`src/rtl/wtmdl_pkg.sv`:
```
// Shared types and default constants for the multi-channel wait timer.
// Imported by the channel and the top-level wrapper.
package wtmdl_pkg;

    // Per-channel FSM state encoding.
    typedef enum logic [1:0] {
        IDLE = 2'd0,
        WAIT = 2'd1,
        DONE = 2'd2
    } wt_state_t;

    localparam int unsigned WT_DEF_DATA_W = 16;
    localparam int unsigned WT_DEF_NUM_CH = 4;
    localparam int unsigned WT_DEF_PRE_W  = 8;

endpackage

```
`src/rtl/wtmdl_chan.sv`:
```
// One wait-timer channel: FSM, prescaler and down-counter.
// Start/mode/value/prescale are latched in IDLE; abort wins over all else.
module wtmdl_chan
    import wtmdl_pkg::*;
#(
    parameter int unsigned DataW = WT_DEF_DATA_W,
    parameter int unsigned PreW  = WT_DEF_PRE_W
) (
    input  logic             clk_i,
    input  logic             rst_i,
    input  logic             i_start,
    input  logic [DataW-1:0] i_value,
    input  logic [PreW-1:0]  i_prescale,
    input  logic             i_periodic,
    input  logic             i_abort,
    output logic             o_done,
    output logic             o_busy
);

    wt_state_t        r_state;
    wt_state_t        w_state_nxt;
    logic [DataW-1:0] r_cnt;
    logic [DataW-1:0] w_cnt_nxt;
    logic [PreW-1:0]  r_pre;
    logic [PreW-1:0]  w_pre_nxt;
    logic [DataW-1:0] r_val;
    logic [DataW-1:0] w_val_nxt;
    logic [PreW-1:0]  r_plim;
    logic [PreW-1:0]  w_plim_nxt;
    logic             r_mode;
    logic             w_mode_nxt;
    logic             r_done;
    logic             r_busy;
    logic             w_tick;

    assign w_tick = (r_pre == r_plim);

    // Next-state logic plus counter, prescaler and latch updates.
    always_comb begin
        w_state_nxt = r_state;
        w_cnt_nxt   = r_cnt;
        w_pre_nxt   = r_pre;
        w_val_nxt   = r_val;
        w_plim_nxt  = r_plim;
        w_mode_nxt  = r_mode;
        unique case (r_state)
            IDLE: begin
                if (i_start) begin
                    w_state_nxt = WAIT;
                    w_val_nxt   = i_value;
                    w_plim_nxt  = i_prescale;
                    w_mode_nxt  = i_periodic;
                    w_cnt_nxt   = i_value;
                    w_pre_nxt   = '0;
                end
            end
            WAIT: begin
                if (i_abort) begin
                    w_state_nxt = IDLE;
                end else if (w_tick) begin
                    w_pre_nxt = '0;
                    if (r_cnt == '0) begin
                        w_state_nxt = DONE;
                    end else begin
                        w_cnt_nxt = r_cnt - 1'b1;
                    end
                end else begin
                    w_pre_nxt = r_pre + 1'b1;
                end
            end
            DONE: begin
                if (i_abort) begin
                    w_state_nxt = IDLE;
                end else if (r_mode) begin
                    // Periodic: reload from the values latched at start.
                    w_state_nxt = WAIT;
                    w_cnt_nxt   = r_val;
                    w_pre_nxt   = '0;
                end else begin
                    w_state_nxt = IDLE;
                end
            end
            default: begin
                w_state_nxt = IDLE;
            end
        endcase
    end

    // State, datapath and registered Moore outputs.
    always_ff @(posedge clk_i) begin
        if (rst_i) begin
            r_state <= IDLE;
            r_cnt   <= '0;
            r_pre   <= '0;
            r_val   <= '0;
            r_plim  <= '0;
            r_mode  <= 1'b0;
            r_done  <= 1'b0;
            r_busy  <= 1'b0;
        end else begin
            r_state <= w_state_nxt;
            r_cnt   <= w_cnt_nxt;
            r_pre   <= w_pre_nxt;
            r_val   <= w_val_nxt;
            r_plim  <= w_plim_nxt;
            r_mode  <= w_mode_nxt;
            r_done  <= (w_state_nxt == DONE);
            r_busy  <= (w_state_nxt != IDLE);
        end
    end

    assign o_done = r_done;
    assign o_busy = r_busy;

endmodule

```
`src/rtl/wtmdl_mc.sv`:
```
// Multi-channel wait timer: NumChannels independent wtmdl_chan instances.
// Only bus slicing here; channels share no state.
module wtmdl_mc
    import wtmdl_pkg::*;
#(
    parameter int unsigned WbDataWidth   = WT_DEF_DATA_W,
    parameter int unsigned NumChannels   = WT_DEF_NUM_CH,
    parameter int unsigned PrescaleWidth = WT_DEF_PRE_W
) (
    input  logic                               clk_i,
    input  logic                               rst_i,
    input  logic [NumChannels-1:0]             wait_start_i,
    input  logic [NumChannels*WbDataWidth-1:0] wait_value_i,
    input  logic [PrescaleWidth-1:0]           prescale_i,
    input  logic [NumChannels-1:0]             periodic_i,
    input  logic [NumChannels-1:0]             abort_i,
    output logic [NumChannels-1:0]             wait_done_o,
    output logic [NumChannels-1:0]             busy_o
);

    for (genvar c = 0; c < NumChannels; c++) begin : g_ch
        wtmdl_chan #(
            .DataW (WbDataWidth),
            .PreW  (PrescaleWidth)
        ) u_chan (
            .clk_i      (clk_i),
            .rst_i      (rst_i),
            .i_start    (wait_start_i[c]),
            .i_value    (wait_value_i[c*WbDataWidth +: WbDataWidth]),
            .i_prescale (prescale_i),
            .i_periodic (periodic_i[c]),
            .i_abort    (abort_i[c]),
            .o_done     (wait_done_o[c]),
            .o_busy     (busy_o[c])
        );
    end

endmodule
```
`config.mk`:
```
export PLATFORM = sky130hd
export DESIGN_NAME = wtmdl_mc
export DESIGN_NICKNAME = d
export VERILOG_FILES = /design/src/rtl/wtmdl_pkg.sv /design/src/rtl/wtmdl_chan.sv /design/src/rtl/wtmdl_mc.sv
export SDC_FILE = /design/constraint.sdc
export NUM_CORES = 1
export LEC_CHECK = 0
export ABC_AREA = 1
export CORE_MARGIN = 8
export CORE_UTILIZATION = 60
export CTS_CLUSTER_DIAMETER = 200
export DETAILED_ROUTE_END_ITERATION = 8
export GPL_TIMING_DRIVEN = 1
export PLACE_DENSITY = 0.91
export SYNTH_ARGS = -nofsm -noshare
export SYNTH_HDL_FRONTEND = slang
export SYNTH_SLANG_ARGS = --single-unit
```
`constraint.sdc`:
```
create_clock -name clk_i -period 6.24 [get_ports clk_i]
set_clock_uncertainty 0.2 [all_clocks]
set_input_delay 1.248 -clock clk_i [delete_from_list [all_inputs] [get_ports clk_i]]
set_output_delay 1.248 -clock clk_i [all_outputs]
set_load 0.02 [all_outputs]
```
==> results by group, run 1 <==
Status
  • Outcome: completed

Drt
  • DR iter-0 viols: 992
  • DRC viols: 0
  • Post-DRT Antenna Nets: 0
  • Wire per inst: 14.3 µm
  • Drt first pass iters: 6
  • Via count: 11700
  • Drt total wl: 30500 µm
  • Vias/cell: approximately 5.5

Critical path
  • WP data arrival: 3560 ps
  • Worst Setup Path Type: primary input to flip-flop
  • Reg2reg end: g_ch[1].u_chan.r_cnt[7]$_SDFFE_PP0P_
  • Crit. End Element: flip-flop
  • WP data required: 6410 ps
  • CP max stage cell: nor2_1
  • Crit path max-delay family: simple AND/OR/NAND/NOR gates
  • Depth of the worst register-to-register path: 10
  • R2R setup slack: 3020 ps
  • Startpoint types: primary input
  • CP peak stage delay: 580 ps
  • CP max FO: 21
  • Crit-path cells: clkdlybuf4s50_1 > inv_1 > nand2_1 > nand3_1 > nor2_1 > nand3_2 > inv_1 > nand2_1 > o21ai_0 > nor2_1
  • Worst path bufs/invs: 3
  • Worst r2r src: g_ch[1].u_chan.r_state[0]$_SDFF_PP0_

STA
  • Setup repair after global routing missed its margin: no
  • Final setup TNS: 0 ps
  • Fmax: just under 300 MHz
  • Slew HR: 30.2%
  • Worst slew pin tran: 1050 ps
  • Pins Over Slew Limit: 0
  • Setup WS post-layout: roughly 2900 ps
  • Final Hold Viols: 0
  • Final worst path period need: 3390 ps
  • Fin crit share: ~54%
  • Hold slack: 250 ps
  • Final setup violating endpoints: 0

Die
  • # IOs: 94
  • Initial cell density of the core: 61.2%
  • Num rows: 51
  • Chip height: about 160 µm
  • Core area: 19500 µm²
  • Full die area: 24700 µm²
  • Die Wd: 157 µm

Synth
  • Avg Cell Area, Syn: around 6.6 µm²
  • Mapped cell area: 11900 µm²
  • Warnings, synthesis: 0
  • Post-Syn Nets: 1922
  • Gate Count Post-Synth: between 1500 and 2000
  • Seq/Total Area, Yosys: 35.5%
  • #FFs+latches synth: 212
  • Main synth FF type: dfxtp_1
  • Post-synth EDFFs: 0
  • Yosys cell types: between 40 and 50
  • Ys async rst share: 0%

Clock network
  • Post-CTS Setup Bufs: 0
  • Worst skew pair latency: about 520 ps
  • CTS Hold Bufs: 0
  • Number of CTS-inserted buffers: 24
  • Clock transition at path regs: around 60 ps
  • CTS tree: built
  • H-tree Lvls: 1
  • Clock Tree Buf Depth: 3
  • Root buffer cell: clkbuf_16
  • Post_cts resized: 0
  • Clk sinks: 212

Global route
  • Largest net degree at the start of global routing: 79
  • Vias in the first global route: ~11000
  • M2 GR Usage: a little over two fifths
  • Busiest grt layer: met2
  • Initial antenna violation count: 0
  • GRT met1 Usage: 31.1%
  • Met3 Use GR: approximately 3.4%
  • Global-route wire length before repair: just over 50000 µm
  • Global Route Usage Sum: 24.6%
  • Grt ovf: 0

Min path
  • Hold path depth: 2
  • Min-Delay Path Class: flip-flop to flip-flop
  • Hold_sp: g_ch[2].u_chan.r_val[12]$_SDFFE_PP0P_
  • Hold Path End: g_ch[2].u_chan.r_val[12]$_SDFFE_PP0P_

Placed design
  • Placed cell areas: 12800 µm²
  • I/O Buffers: 93
  • Hpwl dp: 20500 µm
  • Cell count after placement: around 2100
  • Placer congestion estimate: 0.908
  • Pre-CTS setup slack: 2390 ps

Flow run
  • MaxCap Viol Count: 0

Final layout
  • Number of inserted diodes: 0
  • Final instance area: 13700 µm²
  • Final #Nets: 1967
  • Layout area overhead: 15.0%
  • Non-filler instance count after layout: around 2100
  • Layout cell share with drive strength beyond 1: ~8.2%

Power and ir drop
  • Cell Pwr Density: 299 nW/µm²
  • Worst vdd rail ir drop: 0.234 mV
  • LEAKAGE: 6.25 nW
## per-layer routing
metal	up-vias	share of wire [%]
met5	-	0
met4	0	2.5
met3	64	6.5
met2	410	48
met1	5391	43
li1	5867	-
## worst max-delay path by stage
stage	from	end	slack [ps]	depth (start not counted)
after floorplan	abort_i[0]	g_ch[0].u_chan.r_cnt[12]$_SDFFE_PP0P_	3750	11
after global placement	wait_start_i[1]	g_ch[1].u_chan.r_cnt[7]$_SDFFE_PP0P_	2490	10
after detailed placement	wait_start_i[1]	g_ch[1].u_chan.r_cnt[7]$_SDFFE_PP0P_	2390	10
after CTS	wait_start_i[1]	g_ch[1].u_chan.r_cnt[7]$_SDFFE_PP0P_	2920	10
after global routing	wait_start_i[1]	g_ch[1].u_chan.r_cnt[7]$_SDFFE_PP0P_	2620	10
final	wait_start_i[1]	g_ch[1].u_chan.r_cnt[7]$_SDFFE_PP0P_	2850	10
## sequential cells by signal, summed over array words and instances, names as in the netlist
register	flops
g_ch.u_chan.o_busy	4
g_ch.u_chan.o_done	4
g_ch.u_chan.r_cnt	64
g_ch.u_chan.r_mode	4
g_ch.u_chan.r_plim	32
g_ch.u_chan.r_pre	32
g_ch.u_chan.r_state	8
g_ch.u_chan.r_val	64
## cells in the final DEF (no fill, tap or decap), types with 3 or more instances in the layout
master and n:
inv_2 14, dfxtp_1 212, nand2_2 17, nor2_2 14, nand3_4 3, bufinv_16 5
nand2_1 363, a21oi_1 153, nor2_4 5, nand3_2 5, o22ai_1 6, nor3b_1 3
nor3_1 8, xor2_1 14, ha_1 28, o21ai_1 6, mux2i_1 8, or2_2 15
inv_1 189, clkdlybuf4s50_1 92, a22oi_1 12, o21ai_0 152, clkbuf_8 5, nand3_1 90
clkbuf_16 25, nor2_1 316, a21oi_2 19, nand4_1 23, nand2_4 3, a211oi_1 3
o21bai_1 7, o21a_1 4, xnor2_1 19, clkinv_2 5, nor3_2 3
## logic make-up (layout without fill, tap and decap cells)
family          after synthesis  in the layout  share of synthesized area [%]
simple gates                874            874                           31.8
compound gates              368            368                           16.8
buf+inv                     285            348                           9.88
flops                       212            212                           35.5
xor+xnor                     33             33                           2.42
fa+ha+maj                    28             28                           2.93
mux                           8              8                          0.670
## per-stage QoR
stage	utilization, %	power [mW]
2_1_floorplan	-	2.30
3_3_place_gp	65.8	2.49
3_5_place_dp	65.8	2.53
4_1_cts	70.4	4.11
5_1_grt	70.4	4.33
6_report	70.4	4.11
## Yosys cell counts, types with 5 or more instances
cell	n	area share, %
buf_1	6	0.19
nor2_2	14	0.73
nand3_1	90	3.8
buf_4	12	0.75
nand2_1	363	11
xor2_1	14	1.0
o22ai_1	6	0.31
nand4_1	23	1.2
nand3_2	5	0.42
a21oi_1	153	6.4
dfxtp_1	212	36
or2_2	15	0.79
inv_2	14	0.44
buf_2	5	0.21
nand2_2	17	0.89
nor2_4	5	0.47
ha_1	28	2.9
a22oi_1	12	0.75
xnor2_1	19	1.4
o21ai_0	152	6.4
clkbuf_1	48	1.5
nor2_1	316	9.9
a21oi_2	19	1.4
nor3_1	8	0.34
o21ai_1	6	0.25
mux2i_1	8	0.67
o21bai_1	7	0.44
inv_1	190	6.0
## final cells by class
class	instances	area (µm²)
inverters	209	801
clock inverters	12	194
clock buffers	32	702
multi-input cells	1311	6520
fillers	1607	5790
repair buffers	95	941
well taps	265	332
flip-flops and latches	212	4240
## worst register-to-register path, delay by kind of cell, from the launching register on
kind	cells	cell delay, ps
buffers and inverters	3	630
AOI/OAI and AO/OA	2	140
DFF	1	410
and+or+nand+nor	4	1220
adders and majority gates	1	480
## report_power, final
part / internal [mW] / switching, mW
logic: 0.341 / 0.611
clock network: 0.997 / 0.586
registers: 1.47 / 0.101
No activity file was read; power rests on OpenSTA's default activity.
==> inputs of run 2 (changes only) <==
--- a/config.mk
+++ b/config.mk
@@ -7,11 +7,11 @@
 export LEC_CHECK = 0
 export ABC_AREA = 1
 export CORE_MARGIN = 8
-export CORE_UTILIZATION = 60
+export CORE_UTILIZATION = 59
 export CTS_CLUSTER_DIAMETER = 200
 export DETAILED_ROUTE_END_ITERATION = 8
 export GPL_TIMING_DRIVEN = 1
-export PLACE_DENSITY = 0.91
+export PLACE_DENSITY = 0.9
 export SYNTH_ARGS = -nofsm -noshare
 export SYNTH_HDL_FRONTEND = slang
 export SYNTH_SLANG_ARGS = --single-unit
==> constraint.sdc (replaced) <==
create_clock -name clk_i -period 3.2 [get_ports clk_i]
set_clock_uncertainty 0.2 [all_clocks]
set_input_delay 0.64 -clock clk_i [delete_from_list [all_inputs] [get_ports clk_i]]
set_output_delay 0.64 -clock clk_i [all_outputs]
set_load 0.02 [all_outputs]
==> run 2 against run 1 <==
Net effect:
- critical path depth grew 2
- clock-buffer cell count grew 8
- register-to-register slack lost 2600 ps
- via count grew 0.35%
- sequential share of layout area shrank 0.079 points
- global-route usage shrank 0.37 points
- routed wire length grew 1.2%
- first-iteration DRC count shrank 11%
- cell count grew 1.0%
- die area grew 1.5%
- sequential power grew 96%
- largest cell class unchanged
- highest routed layer unchanged
==> results by group, run 2 (same netlist as run 1, synthesis figures left out) <==
Clock network
  • Root buffer cell: clkbuf_16
  • Post-CTS Setup Bufs: 0
  • H-tree Lvls: 1
  • Worst skew pair latency: 520 ps
  • Clk sinks: about 210
  • CTS tree: built
  • Number of CTS-inserted buffers: 24
  • Clock Tree Buf Depth: 3
  • Clock transition at path regs: 60 ps
  • CTS Hold Bufs: 0
  • Post_cts resized: 0

STA
  • Worst slew pin tran: between 700 and 800 ps
  • Slew HR: between 40% and 50%
  • Final setup violating endpoints: 0
  • Pins Over Slew Limit: 0
  • Fin crit share: 85.6%
  • Setup repair after global routing missed its margin: no
  • Final setup TNS: 0 ps
  • Final worst path period need: between 2000 and 3000 ps
  • Final Hold Viols: 0
  • Fmax: 365 MHz
  • Setup WS post-layout: 460 ps

Critical path
  • Worst path bufs/invs: 4
  • WP data required: between 3000 and 4000 ps
  • Depth of the worst register-to-register path: 12
  • Worst path depth: 12
  • Crit. End Element: flip-flop
  • CP max FO: 20
  • Startpoint types: flip-flop
  • Crit-path cells: inv_1 > ha_1 > inv_2 > a21oi_1 > nor3_2 > nand2_2 > clkinv_4 > nand3_2 > nand2_1 > inv_1 > nor2_1 > nor2_1
  • Reg2reg end: g_ch[0].u_chan.r_cnt[14]$_SDFFE_PP0P_
  • CP max stage cell: ha_1
  • CP peak stage delay: about 400 ps
  • Worst Setup Path Type: flip-flop to flip-flop
  • Crit path from: g_ch[0].u_chan.r_state[0]$_SDFF_PP0_
  • Crit path max-delay family: simple AND/OR/NAND/NOR gates
  • Critical Path End: g_ch[0].u_chan.r_cnt[14]$_SDFFE_PP0P_
  • R2R setup slack: between 400 and 500 ps
  • Worst r2r src: g_ch[0].u_chan.r_state[0]$_SDFF_PP0_
  • WP data arrival: 2920 ps

Final layout
  • Commonest cells after routing, fill and taps aside: nand2_1 (363), nor2_1 (316), dfxtp_1 (212)
  • Most common cell after layout, fill and taps aside: nand2_1
  • Final #Nets: approximately 2000
  • Largest regs: g_ch.u_chan.r_cnt: 64 flops, g_ch.u_chan.r_val: 64 flops
  • Layout area overhead: 15.3%
  • Layout cell share with drive strength beyond 1: approximately 9%
  • Non-filler instance count after layout: 2158
  • Number of inserted diodes: 0
  • Final instance area: 13800 µm²
  • Number of fill cells: 1673

Global route
  • Global Route Usage Sum: 24.2%
  • Vias in the first global route: ~11000
  • Largest net degree at the start of global routing: between 40 and 50
  • Global-route wire length before repair: 50800 µm
  • Initial antenna violation count: 0
  • Grt ovf: 0

Die
  • Num rows: 52
  • Chip height: 158 µm
  • Die Wd: 158 µm
  • Initial cell density of the core: 59.6%
  • Core area: 20000 µm²
  • # IOs: between 90 and 100
  • Full die area: 25100 µm²

Power and ir drop
  • LEAKAGE: 6.29 nW
  • Worst vdd rail ir drop: ~0.35 mV
  • Cell Pwr Density: between 500 and 600 nW/µm²
  • Final Power: 7.67 mW

Drt
  • Via count: 11800
  • Drt first pass iters: 5
  • DR iter-0 viols: 881
  • DRC viols: 0
  • Vias/cell: approximately 5.5
  • Wire per inst: 14.3 µm
  • Post-DRT Antenna Nets: 0
  • Drt total wl: 30800 µm

Min path
  • Hold path depth: 2
  • Min-Delay Path Class: flip-flop to flip-flop

Placed design
  • Hpwl dp: 21200 µm
  • Placed cell areas: 13000 µm²
  • Cell count after placement: 2116
  • Placer congestion estimate: between 0.9 and 1
  • Pre-CTS setup slack: 393 ps
  • I/O Buffers: 93

Status
  • Outcome: completed

Flow run
  • MaxCap Viol Count: 0
-- run 2: worst reg2reg max path: stages, from the launching register on --
cell and delay [ps]:
dfxtp_1 380, inv_1 90, ha_1 400, inv_2 220, a21oi_1 80, nor3_2 150, nand2_2 160, clkinv_4 110
nand3_2 390, nand2_1 180, inv_1 50, nor2_1 130, nor2_1 60
-- run 2: worst min-delay path by stage --
stage | startpoint | endpoint
after detailed placement | g_ch[0].u_chan.r_val[12]$_SDFFE_PP0P_ | g_ch[0].u_chan.r_val[12]$_SDFFE_PP0P_
after CTS | g_ch[0].u_chan.r_val[12]$_SDFFE_PP0P_ | g_ch[0].u_chan.r_val[12]$_SDFFE_PP0P_
final | g_ch[0].u_chan.r_val[0]$_SDFFE_PP0P_ | g_ch[0].u_chan.r_val[0]$_SDFFE_PP0P_
after floorplan | g_ch[2].u_chan.r_val[9]$_SDFFE_PP0P_ | g_ch[2].u_chan.r_val[9]$_SDFFE_PP0P_
after global placement | g_ch[2].u_chan.r_val[11]$_SDFFE_PP0P_ | g_ch[2].u_chan.r_val[11]$_SDFFE_PP0P_
after global routing | g_ch[2].u_chan.r_val[9]$_SDFFE_PP0P_ | g_ch[2].u_chan.r_val[9]$_SDFFE_PP0P_
-- run 2: power by group --
group          total [mW]  internal, mW  switching, mW
logic                1.88         0.683           1.19
clock network        2.72          1.63           1.09
registers            3.07          2.87          0.200
total                7.67          5.18           2.49
-- run 2: per-stage QoR --
stage	util (%)	hold slack [ps]
6_report	68.7	254
5_1_grt	68.7	278
4_1_cts	68.7	257
3_5_place_dp	64.8	246
3_3_place_gp	64.8	237
2_1_floorplan	-	224
-- run 2: layout make-up --
cell class                      instances  area [µm²]  area share (%)
Multi-Input combinational cell       1311        6520            47.4
Sequential cell                       212        4240            30.8
Timing Repair Buffer                  114        1080            7.87
Inverter                              209         801            5.81
Clock buffer                           40         772            5.61
Tap cell                              270         338            2.45
Clock inverter                          2        10.0          0.0727
-- run 2: routing by layer --
metal  GRT usage [%]  up-vias  share of wire, %
li1                -     5917                 -
met1            30.3     5367                43
met2            42.1      425                48
met3            3.37       64               6.9
met4            8.04        0               2.1
met5               0        -                 0
==> inputs of run 3 (changes only) <==
--- a/config.mk
+++ b/config.mk
@@ -6,12 +6,11 @@
 export NUM_CORES = 1
 export LEC_CHECK = 0
 export ABC_AREA = 1
-export CORE_MARGIN = 8
-export CORE_UTILIZATION = 59
+export CORE_UTILIZATION = 50
 export CTS_CLUSTER_DIAMETER = 200
 export DETAILED_ROUTE_END_ITERATION = 8
 export GPL_TIMING_DRIVEN = 1
-export PLACE_DENSITY = 0.9
+export PLACE_DENSITY = 0.79
 export SYNTH_ARGS = -nofsm -noshare
 export SYNTH_HDL_FRONTEND = slang
 export SYNTH_SLANG_ARGS = --single-unit
==> run 3 against run 2 <==
Net effect:
- critical path depth unchanged
- global-route usage up 0.44 points
- combinational power about the same
- largest cell class unchanged
- core utilization down 9.4 points
- worst hold slack worse by 5.8 ps
==> results by group, run 3 (same netlist as run 1, synthesis figures left out) <==
Critical path
  • Startpoint types: flip-flop
  • WP data arrival: between 2000 and 3000 ps
  • WP data required: 3380 ps
  • Crit path from: g_ch[0].u_chan.r_state[0]$_SDFF_PP0_
  • CP max FO: 20
  • Most used cell, CP: nand2_1
  • Crit path max-delay family: simple AND/OR/NAND/NOR gates
  • Crit-path cells: inv_1 > ha_1 > inv_2 > a21oi_1 > nor3_2 > nand2_2 > clkinv_4 > nand3_2 > inv_6 > nand2_1 > nand2_1 > nor2_1
  • Crit. End Element: flip-flop
  • CP peak stage delay: around 380 ps
  • Worst r2r src: g_ch[0].u_chan.r_state[0]$_SDFF_PP0_
  • CP max stage cell: ha_1
  • Worst Setup Path Type: flip-flop to flip-flop
  • Worst path bufs/invs: 4

Die
  • Initial cell density of the core: approximately half
  • Num rows: 56
  • # IOs: 94
  • Full die area: 24500 µm²
  • Chip height: 157 µm
  • Core area: 23500 µm²
  • Die Wd: about 160 µm

STA
  • Final worst path period need: approximately 2600 ps
  • Final setup violating endpoints: 0
  • Setup repair after global routing missed its margin: no
  • Slew HR: between 40 and 50%
  • Worst slew pin tran: 766 ps
  • Final Hold Viols: 0
  • Pins Over Slew Limit: 0
  • Final setup TNS: 0 ps
  • Fmax: 383 MHz
  • Fin crit share: 81.6%

Placed design
  • Placer congestion estimate: 0.917
  • Hpwl dp: approximately 21000 µm
  • I/O Buffers: 93

Clock network
  • CTS Hold Bufs: 0
  • Clock Tree Buf Depth: 3
  • Worst skew pair latency: 520 ps
  • CTS tree: built
  • Clk sinks: 212
  • Post_cts resized: 0
  • Root buffer cell: clkbuf_16
  • Post-CTS Setup Bufs: 0
  • Number of CTS-inserted buffers: 24
  • Clock transition at path regs: ~60 ps
  • H-tree Lvls: 1

Global route
  • Met3 Use GR: 2.91%
  • M2 GR Usage: between 40 and 50%
  • Largest net degree at the start of global routing: 48
  • Vias in the first global route: 10700
  • Busiest grt layer: met2
  • Global-route wire length before repair: 49800 µm
  • Grt ovf: 0
  • Global Route Usage Sum: 24.7%
  • Initial antenna violation count: 0
  • GRT met1 Usage: 30.7%

Drt
  • DR iter-0 viols: 678
  • Drt total wl: 29700 µm
  • Wire per inst: between 10 and 15 µm
  • Post-DRT Antenna Nets: 0
  • Via count: approximately 11000
  • DRC viols: 0
  • Vias/cell: between 5 and 6
  • Drt first pass iters: 6

Power and ir drop
  • Clock power share: 36.9%
  • Comb power frac: 23.8%
  • Cell Pwr Density: 561 nW/µm²
  • P_sw: around 2.5 mW
  • LEAKAGE: 6.32 nW
  • Sw frac: 31.9%
  • Internal power: 5.31 mW
  • Worst vdd rail ir drop: 0.368 mV
  • Final Power: 7.80 mW
  • Flop pwr share: about two fifths

Final layout
  • Final #Nets: approximately 2000
  • Layout area overhead: 16.4%
  • Commonest cells after routing, fill and taps aside: nand2_1 (363), nor2_1 (316), dfxtp_1 (212)
  • Most common cell after layout, fill and taps aside: nand2_1
  • Layout cell share with drive strength beyond 1: 9.09%
  • Number of inserted diodes: 0
  • Largest regs: g_ch.u_chan.r_cnt: 64 flops, g_ch.u_chan.r_val: 64 flops

Min path
  • Hold_sp: g_ch[2].u_chan.r_val[13]$_SDFFE_PP0P_
  • Min-Delay Path Class: flip-flop to flip-flop

Flow run
  • MaxCap Viol Count: 0

Status
  • Outcome: completed
-- run 3: changes by cell type in the layout (fill, tap and decap cells not counted), sizes merged --
cell,change
clkinvlp,+3
clkbuf,-4
bufinv,+2
buf,+2
clkinv,+1
-- run 3: area by class of cell --
cell class,instances,area (µm²)
flip-flops and latches,212,4240
repair buffers,116,1110
well taps,319,399
fillers,2187,9560
multi-input cells,1311,6520
inverters,209,801
clock inverters,8,97.6
clock buffers,36,737
-- run 3: worst reg2reg max path, delay by kind of cell (launching register included) --
kind / cells / cell delay (ps)
buf+inv: 4 / 630
simple gates: 6 / 820
compound gates: 1 / 70
flops: 1 / 370
fa+ha+maj: 1 / 380
-- run 3: final timing paths --
path	endpoint	slack, ps	cells past startpoint
setup / recovery	g_ch[0].u_chan.r_cnt[5]$_SDFFE_PP0P_	590	12
hold / removal	g_ch[2].u_chan.r_val[13]$_SDFFE_PP0P_	250	2
setup reg to reg	g_ch[0].u_chan.r_cnt[5]$_SDFFE_PP0P_	590	12
hold reg to reg	g_ch[2].u_chan.r_val[13]$_SDFFE_PP0P_	250	2
-- run 3: per-stage QoR --
| stage | instance area, µm² | cells | setup WS [ps] | utilization, % | hold WS (ps) |
|---|---|---|---|---|---|
| 2_1_floorplan | 11900 | 1808 | 1230 | - | 224 |
| 3_3_place_gp | 13100 | 2167 | 498 | 55.7 | 235 |
| 3_5_place_dp | 13100 | 2167 | 418 | 55.7 | 241 |
| 4_1_cts | 13900 | 2211 | 576 | 59.3 | 251 |
| 5_1_grt | 13900 | 2211 | 309 | 59.3 | 274 |
| 6_report | 13900 | 2211 | 590 | 59.3 | 248 |
-- run 3: layer usage --
| metal | wire length, µm | part of all wire (%) | vias up |
|---|---|---|---|
| met2 | 14400 | 48 | 300 |
| met4 | 703 | 2.4 | 0 |
| li1 | - | - | 5914 |
| met5 | 0 | 0 | - |
| met1 | 13000 | 44 | 5120 |
| met3 | 1570 | 5.3 | 46 |
-- run 3: power by group through the flow --
stage,registers [mW],clock network (mW),logic (mW)
final,3.07,2.87,1.86
after global routing,3.10,3.03,2.11
after CTS,3.07,2.92,1.85
after detailed placement,3.12,0,1.84
after global placement,3.11,0,1.80
after floorplan,3.07,0,1.42
